--- src/rtl/reaction_test_sequencer_pkg.sv ---
// Shared definitions for the reaction test sequencer: state encodings,
// error codes and the LFSR seed/taps used for the random pre-GO delay.
package reaction_test_sequencer_pkg;

  typedef enum logic [2:0] {
    ST_IDLE = 3'd0,
    ST_ARM  = 3'd1,
    ST_WAIT = 3'd2,
    ST_GO   = 3'd3,
    ST_HOLD = 3'd4,
    ST_ERR  = 3'd5
  } state_e;

  localparam logic [1:0] ERR_NONE    = 2'b00;
  localparam logic [1:0] ERR_EARLY   = 2'b01;
  localparam logic [1:0] ERR_TIMEOUT = 2'b10;
  localparam logic [1:0] ERR_ABORT   = 2'b11;

  localparam logic [15:0] LFSR_SEED = 16'hACE1;
  // Right-shifting form of taps 16,14,13,11: feedback from bits 0,2,3,5
  localparam logic [15:0] LFSR_TAPS = 16'h002D;

  function automatic logic [15:0] lfsrStep(input logic [15:0] cur);
    return {^(cur & LFSR_TAPS), cur[15:1]};
  endfunction

endpackage

--- src/rtl/reaction_test_sequencer_lfsr16.sv ---
// Free-running 16-bit Fibonacci LFSR; the non-zero seed on reset keeps it
// out of the all-zero lock-up state.
module lfsr16
  import reaction_test_sequencer_pkg::*;
(
  input  logic        clk_i,
  input  logic        rst_i,
  output logic [15:0] value_o
);

  logic [15:0] value_q;

  always_ff @(posedge clk_i or posedge rst_i) begin
    if (rst_i) begin
      value_q <= LFSR_SEED;
    end else begin
      value_q <= lfsrStep(value_q);
    end
  end

  assign value_o = value_q;

endmodule

--- src/rtl/reaction_test_sequencer.sv ---
// Reaction test sequencer: random delay, timer run, freeze on press, and
// early/timeout/abort reporting. All outputs are registered from next state.
module reaction_test_sequencer
  import reaction_test_sequencer_pkg::*;
#(
  parameter logic [15:0] MIN_DELAY_MS = 16'd1000,
  parameter logic [15:0] RAND_MASK    = 16'h07FF,
  parameter logic [15:0] TIMEOUT_MS   = 16'd2781
) (
  input  logic        iClk,
  input  logic        iRst,
  input  logic        iStart,
  input  logic        iButton,
  input  logic [15:0] iTimer_msec,
  output logic        oTimerRst,
  output logic        oEnableDisplay,
  output logic        oFreezeDisplay,
  output logic [1:0]  oErrorCodes,
  output logic [15:0] oDelay_msec,
  output logic [2:0]  oState
);

  localparam logic [2:0] S_IDLE = ST_IDLE;
  localparam logic [2:0] S_ARM  = ST_ARM;
  localparam logic [2:0] S_WAIT = ST_WAIT;
  localparam logic [2:0] S_GO   = ST_GO;
  localparam logic [2:0] S_HOLD = ST_HOLD;
  localparam logic [2:0] S_ERR  = ST_ERR;

  logic [15:0] lfsrValue;

  logic [2:0]  state_q,    state_d;
  logic [1:0]  err_q,      err_d;
  logic [15:0] delay_q,    delay_d;
  logic        timerRst_q, timerRst_d;
  logic        enable_q,   enable_d;
  logic        freeze_q,   freeze_d;
  logic        timerRstPrev_q;
  logic        cmpEn;

  lfsr16 uLfsr (
    .clk_i   (iClk),
    .rst_i   (iRst),
    .value_o (lfsrValue)
  );

  // The timer count is stale while reset is requested and one cycle after
  assign cmpEn = !timerRst_q && !timerRstPrev_q;

  always_comb begin
    state_d = state_q;
    err_d   = err_q;
    delay_d = delay_q;
    case (state_q)
      S_IDLE: begin
        err_d = ERR_NONE;
        if (iStart) begin
          state_d = S_ARM;
          delay_d = MIN_DELAY_MS + (lfsrValue & RAND_MASK);
        end
      end
      S_ARM: state_d = S_WAIT;
      S_WAIT: begin
        if (iButton) begin
          state_d = S_ERR;
          err_d   = ERR_EARLY;
        end else if (cmpEn && (iTimer_msec >= delay_q)) begin
          state_d = S_GO;
        end
      end
      S_GO: begin
        if (iButton) begin
          state_d = S_HOLD;
        end else if (cmpEn && (iTimer_msec >= TIMEOUT_MS)) begin
          state_d = S_ERR;
          err_d   = ERR_TIMEOUT;
        end else if (iStart) begin
          state_d = S_ERR;
          err_d   = ERR_ABORT;
        end
      end
      S_HOLD, S_ERR: begin
        if (iStart) begin
          state_d = S_IDLE;
          err_d   = ERR_NONE;
        end
      end
      default: begin
        state_d = S_IDLE;
        err_d   = ERR_NONE;
      end
    endcase

    timerRst_d = (state_d == S_IDLE) || (state_d == S_ARM) ||
                 ((state_d == S_GO) && (state_q != S_GO));
    enable_d   = (state_d == S_GO) || (state_d == S_HOLD) || (state_d == S_ERR);
    freeze_d   = (state_d == S_HOLD) || (state_d == S_ERR);
  end

  always_ff @(posedge iClk or posedge iRst) begin
    if (iRst) begin
      state_q        <= S_IDLE;
      err_q          <= ERR_NONE;
      delay_q        <= '0;
      timerRst_q     <= 1'b1;
      timerRstPrev_q <= 1'b1;
      enable_q       <= 1'b0;
      freeze_q       <= 1'b0;
    end else begin
      state_q        <= state_d;
      err_q          <= err_d;
      delay_q        <= delay_d;
      timerRst_q     <= timerRst_d;
      timerRstPrev_q <= timerRst_q;
      enable_q       <= enable_d;
      freeze_q       <= freeze_d;
    end
  end

  assign oTimerRst      = timerRst_q;
  assign oEnableDisplay = enable_q;
  assign oFreezeDisplay = freeze_q;
  assign oErrorCodes    = err_q;
  assign oDelay_msec    = delay_q;
  assign oState         = state_q;

endmodule

--- config.mk ---
export PLATFORM = sky130hd
export DESIGN_NAME = reaction_test_sequencer
export DESIGN_NICKNAME = d
export VERILOG_FILES = /design/src/rtl/reaction_test_sequencer_pkg.sv /design/src/rtl/reaction_test_sequencer_lfsr16.sv /design/src/rtl/reaction_test_sequencer.sv
export SDC_FILE = /design/constraint.sdc
export NUM_CORES = 1
export LEC_CHECK = 0
export ABC_AREA = 0
export CAP_MARGIN = 30
export CORE_ASPECT_RATIO = 0.5
export CORE_MARGIN = 3
export CORE_UTILIZATION = 40
export DETAILED_ROUTE_END_ITERATION = 8
export MAX_ROUTING_LAYER = met4
export PLACE_DENSITY_LB_ADDON = 0.1
export SETUP_SLACK_MARGIN = 0.02
export SLEW_MARGIN = 20
export SYNTH_ARGS = -nofsm -noshare
export SYNTH_HDL_FRONTEND = slang
export SYNTH_SLANG_ARGS = --single-unit
--- constraint.sdc ---
create_clock -name iClk -period 2.52 [get_ports iClk]
set_input_delay 0.504 -clock iClk [delete_from_list [all_inputs] [get_ports iClk]]
set_output_delay 0.504 -clock iClk [all_outputs]
set_load 0.1 [all_outputs]
* After elaboration in Yosys (flattened, before gate mapping)
Index checks and enable logic that the tools add are counted.
** Storage, ports and cells
- Flip-flop bits (word level) :: 41
- Bits of input ports :: 20
- Output and inout bits :: 24
- Logic and storage cells :: 57
** Operators by class
- $add $sub $neg :: 1
- Magnitude comparators :: 2
- Equal/unequal tests :: 14
- Multiplexer cells :: 14
- Bitwise logic cells :: 1
- Reduce and logical (&&, ||, !) cells :: 17
** Operators by type and width (count)
- $mux W3 :: 7
- $ge A16 B12 Y1 const B :: 1
- $ge A16 B16 Y1 :: 1
- $reduce_xor A16 Y1 :: 1
- $pmux W3 S5 :: 1
- $add A10 B11 Y12 const A :: 1
- $eq A3 B3 Y1 const B :: 4
- $mux W2 :: 5
- $eq A3 B2 Y1 const B :: 3
- $pmux W2 S4 :: 1
- $eq A3 B1 Y1 const B :: 2
- $logic_not A3 Y1 :: 2
- $ne A2 B2 Y1 const B :: 3
- $logic_or A1 B1 Y1 :: 5
- $reduce_and A5 Y1 :: 1
- $logic_and A1 B1 Y1 :: 4
- $ne A3 B2 Y1 const B :: 1
- $ne A3 B3 Y1 const B :: 1
- $logic_not A1 Y1 :: 2
- $reduce_and A2 Y1 :: 1
- $reduce_or A2 Y1 :: 1
- $not A1 Y1 :: 1

* Longest topological paths before layout
- Word-level depth :: 9
- Depth in mapped cells :: 8
- Mapped depth without buffers :: 8

* Modules after synthesis
A second synthesis with hierarchy kept.
** Unflattened totals
- Cell total of the unflattened synthesis :: 171
- Area total of the unflattened synthesis :: 1879.3 um2
** By module, submodules not included
- reaction_test_sequencer :: instances 1, cells an instance 151, area an instance 1438.9 um2, sequential area each 528.0 um2
- lfsr16 :: instances 1, cells an instance 20, area an instance 440.4 um2, sequential area each 410.4 um2

* Least setup slack after synthesis
Ideal clock, no wire load.
- Path type :: reg-to-reg
- Start point :: register delay_q[9] (netlist: oDelay_msec[9])
- End point :: register enable_q (netlist: oEnableDisplay)
- Library setup time :: 118 ps
- Arrival :: 2522 ps
- Required time :: 2402 ps
- Path slack :: -120 ps
- Stages on the path, launching flop included :: 9
- Buffers on the path :: 0
- Clock period less this slack :: 2640 ps
- Path through :: dfrtp_1 inv_1 ha_1 a211oi_1 o211ai_2 a2111oi_4 o31ai_1 a41o_1 a21o_1
** On the way
- Longest elaborated chain between the ends :: 8
- Elaborated cells on any way between the ends :: 10
** RTL lines
- from (decl) :: RTL line reaction_test_sequencer.sv:34 : logic [15:0] delay_q, delay_d;
- from (signal assigned) :: RTL line reaction_test_sequencer.sv:112 : delay_q <= delay_d;
- $ge A16 B16 Y1 * :: RTL line reaction_test_sequencer.sv:67 : end else if (cmpEn && (iTimer_msec >= delay_q)) begin
- $logic_and A1 B1 Y1 * :: RTL line reaction_test_sequencer.sv:67
- $mux W3 * :: RTL line reaction_test_sequencer.sv:67
- $mux W3 * :: RTL line reaction_test_sequencer.sv:64 : if (iButton) begin
- $pmux W3 S5 * :: RTL line reaction_test_sequencer.sv:54 : case (state_q)
- net state_d[0] :: RTL line reaction_test_sequencer.sv:32 : logic [2:0] state_q, state_d;
- $eq A3 B2 Y1 or $eq A3 B3 Y1 (tied branches) :: RTL line reaction_test_sequencer.sv:96 : enable_d = (state_d == S_GO) || (state_d == S_HOLD) || (state_d == S_ERR);
- $logic_or A1 B1 Y1 :: RTL line reaction_test_sequencer.sv:96
- $logic_or A1 B1 Y1 * :: RTL line reaction_test_sequencer.sv:96
- net enable_d :: RTL line reaction_test_sequencer.sv:36 : logic enable_q, enable_d;
- to (signal assigned) :: RTL line reaction_test_sequencer.sv:115 : enable_q <= enable_d;
- to (decl) :: RTL line reaction_test_sequencer.sv:36
Mark *: on every way through the listed nets, which the timed path passes. The rest lies on a longest branch.
A chain may end at the register's enable or synchronous reset.

* Worst setup path after layout
- Start point :: input port iTimer_msec[9]
- End point :: register enable_q (netlist: oEnableDisplay)
** On the way
- Longest elaborated chain between the ends :: 8
- Elaborated cells on any way between the ends :: 14
** RTL lines
- from (decl) :: RTL line reaction_test_sequencer.sv:14 : input logic [15:0] iTimer_msec,
- $ge A16 B12 Y1 or $ge A16 B16 Y1 (tied branches) :: RTL line reaction_test_sequencer.sv:74, reaction_test_sequencer.sv:67
- $logic_and A1 B1 Y1 (on tied branches) :: RTL line reaction_test_sequencer.sv:74, reaction_test_sequencer.sv:67
- $mux W3 (on tied branches) :: RTL line reaction_test_sequencer.sv:74, reaction_test_sequencer.sv:67
- $mux W3 (on tied branches) :: RTL line reaction_test_sequencer.sv:72, reaction_test_sequencer.sv:64
- $pmux W3 S5 * :: RTL line reaction_test_sequencer.sv:54
- net state_d[0] :: RTL line reaction_test_sequencer.sv:32
- $eq A3 B2 Y1 or $eq A3 B3 Y1 (tied branches) :: RTL line reaction_test_sequencer.sv:96
- $logic_or A1 B1 Y1 :: RTL line reaction_test_sequencer.sv:96
- $logic_or A1 B1 Y1 * :: RTL line reaction_test_sequencer.sv:96
- net enable_d :: RTL line reaction_test_sequencer.sv:36
Marks and branches as above.

==> flow_summary.toml <==
[hold_path]
holdCritPathClass = "register to register"
min-delay-start = "uLfsr.value_o[11]"
min_to = "uLfsr.value_o[10]"
whs_path_depth = 0

[power_and_ir_drop]
combPwrFrac_pct = 45.9
sequentialPowerShare_pct = 35.1
pwr-share-clk_pct = 19.0
p_sw_share_pct = 48.5
p_switching_w = 0.00109
power_density_nw_per_um2 = 954
vdd_drop_max_mv = 0.545
p_int_w = 0.00116
leakage_nw = 1.11
total_power_w = 0.00225

[finish]
final_cell_mix = "25 x dfrtp_1, 25 x buf_4, 19 x clkdlybuf4s50_1"
final_nets = 252
layout-drive-gt1-share_pct = 24.1
antennaDiodeCount = 0
flow.area_growth_from_synthesis_pct = 27.1

[placed_design]
gp_congestion = 0.880
dpl.hpwl_um = 3020
dpl_worst_slack_ps = -186
portBuffers = 39

[logic_synthesis]
ys_seq_area_share_pct = 50.5
synth_edf_count = 0
synth_cell_type_count = 43
synth_area_per_cell_um2 = 10.7
postSynthCellCount = 174
ys_async_sr_fraction_pct = 100
yosys_register_bits = 37
synth_flop_cell = "dfrtp_1"
synth_area_um2 = 1860
ys_warn_count = 0

[critical_path]
critPathCaptureType = "register"
criticalPathCategory = "input pin to register"
slowest_stage = "clkdlybuf4s50_1"
rr_worst_depth = 8
crit_path_max_fanout = 3
required_ps = 2710
cp-start-kind = "input pin"
critical_path.max_stage_delay_ps = 450
r2r_end = "oEnableDisplay"
rrSetupSlack_ps = 450
rr_startpoint = "oDelay_msec[9]"
cp_cell_sequence = "clkdlybuf4s50_1 -> ha_1 -> a211oi_2 -> o211ai_2 -> a2111oi_4 -> o31ai_1 -> a41o_1 -> a21o_1"
crit_arrival_ps = 2540

[global_routing]
grt_pass1_vias = 1290
grt_pass1_wl_um = 6340
grtUsageMet1_pct = 20.4
globalRouteMet3Util_pct = 6.36
track_usage_pct = 16.1
grt_busiest_layer = "met2"
antenna_found_initial = 0
overflow = 0
grt_use_met2_pct = 24.1
grt_max_degree = 38

[sta]
fin_crit_ps = 2350
fin_crit_sh_pct = 93.1
final_max_slew_viol_count = 0
rsz0062_at_grt = "false"
setup_viol = 0
fmax_ghz = 0.426
layout_setup_ws_ps = 174
hold_violations = 0
skew_ps = 4.72

[routing]
viasPerCell = 5.02
drtPass1Iterations = 4
drc = 0
vias = 1375
avgRoutedWirePerCell_um = 14.5
drtIter0Drc = 25
detail-route-antenna-nets = 0
totalWireLength_um = 3970

[clock_network]
cts_buffers = 5
cts_buffer_depth = 2
clkLatencyLatePin_ps = 300
htree_levels = 2
cts_tree = "done"
ctsHoldBuffers = 0
cts_sinks = 37
clk_pin_slew_worst_paths_ps = 80
cts_resized = 0
cts_setup_buffers = 0
cts_root_buf = "clkbuf_8"

[die]
die-area_um2 = 5550
coreArea_um2 = 4180
io-pin-count = 44
dieWidth_um = 102
rows = 16
fp.dieH_um = 54.2
start_util_pct = 44.4

[flow_run]
cap_violations = 0

[outcome]
status = "completed"
routing by layer:
metal | vias up | wire, µm
met5 | - | 0
met4 | 0 | 26
met3 | 4 | 183
met2 | 26 | 1780
met1 | 651 | 1980
li1 | 694 | -
worst max path at each step:
stage / from / end
final: iTimer_msec[9] / oEnableDisplay
after global routing: iTimer_msec[9] / oEnableDisplay
after detailed placement: iTimer_msec[9] / oEnableDisplay
after CTS: iTimer_msec[9] / oEnableDisplay
after floorplan: oDelay_msec[8] / oEnableDisplay
after global placement: iTimer_msec[9] / oEnableDisplay
stage by stage:
stage	setup TNS, ps	std cells	hold WS [ps]	utilization [%]	area, µm²
global placement	-117	266	348	54.2	2270
CTS	0	274	361	56.4	2360
floorplan	0	177	333	-	1870
global route	0	274	362	56.5	2360
detailed placement	-228	266	338	54.2	2270
finish	0	274	360	56.5	2360
cells in the mapped netlist, types with 4 or more instances:
cell	count	area share [%]
nor2_1	16	3.2
dfstp_2	10	14
clkbuf_1	4	0.81
inv_1	14	2.8
ha_1	13	8.7
xnor2_1	6	2.8
dfrtp_1	27	36
nor2b_1	4	1.3
buf_4	4	1.6
nor3_1	4	1.1
nand2_1	11	2.2
a21oi_1	12	3.2
o21ai_0	12	3.2
power by group through the flow:
stage / sequential (W) / clock (W) / combinational (W)
floorplan: 0.00121 / 0 / 0.000373
global placement: 0.000798 / 0 / 0.00102
detailed placement: 0.000802 / 0 / 0.00104
CTS: 0.000791 / 0.000444 / 0.00104
global route: 0.000807 / 0.000466 / 0.00110
finish: 0.000792 / 0.000428 / 0.00103
worst max-delay path, delay by kind of cell:
family	cells	cell delay, ps
compound gates	6	1230
buf+inv	1	450
fa+ha+maj	1	340
final cells by class:
| class | count | area [µm²] |
|---|---|---|
| fillers | 384 | 1820 |
| flip-flops and latches | 37 | 941 |
| multi-input cells | 117 | 835 |
| repair buffers | 44 | 378 |
| clock buffers | 5 | 68.8 |
| well taps | 54 | 67.6 |
| inverters | 14 | 52.6 |
| clock inverters | 3 | 21.3 |
kinds of logic after synthesis:
kind of cell             share of synthesized area (%)
AND/OR/NAND/NOR                                   13.4
AO/OA/AOI/OAI                                     16.3
flip-flops                                        50.5
buffers and inverters                             5.52
adder cells (fa/ha/maj)                           8.75
XOR/XNOR                                          4.24
multiplexers                                      1.14
other                                            0.202
state kept, by name, summed over array words and instances (netlist names):
signal / cells
uLfsr.value_o: 16
oDelay_msec: 12
oState: 3
oErrorCodes: 2
oEnableDisplay: 1
oFreezeDisplay: 1
oTimerRst: 1
timerRstPrev_q: 1
Note: power is estimated with default switching activity, not from simulation.
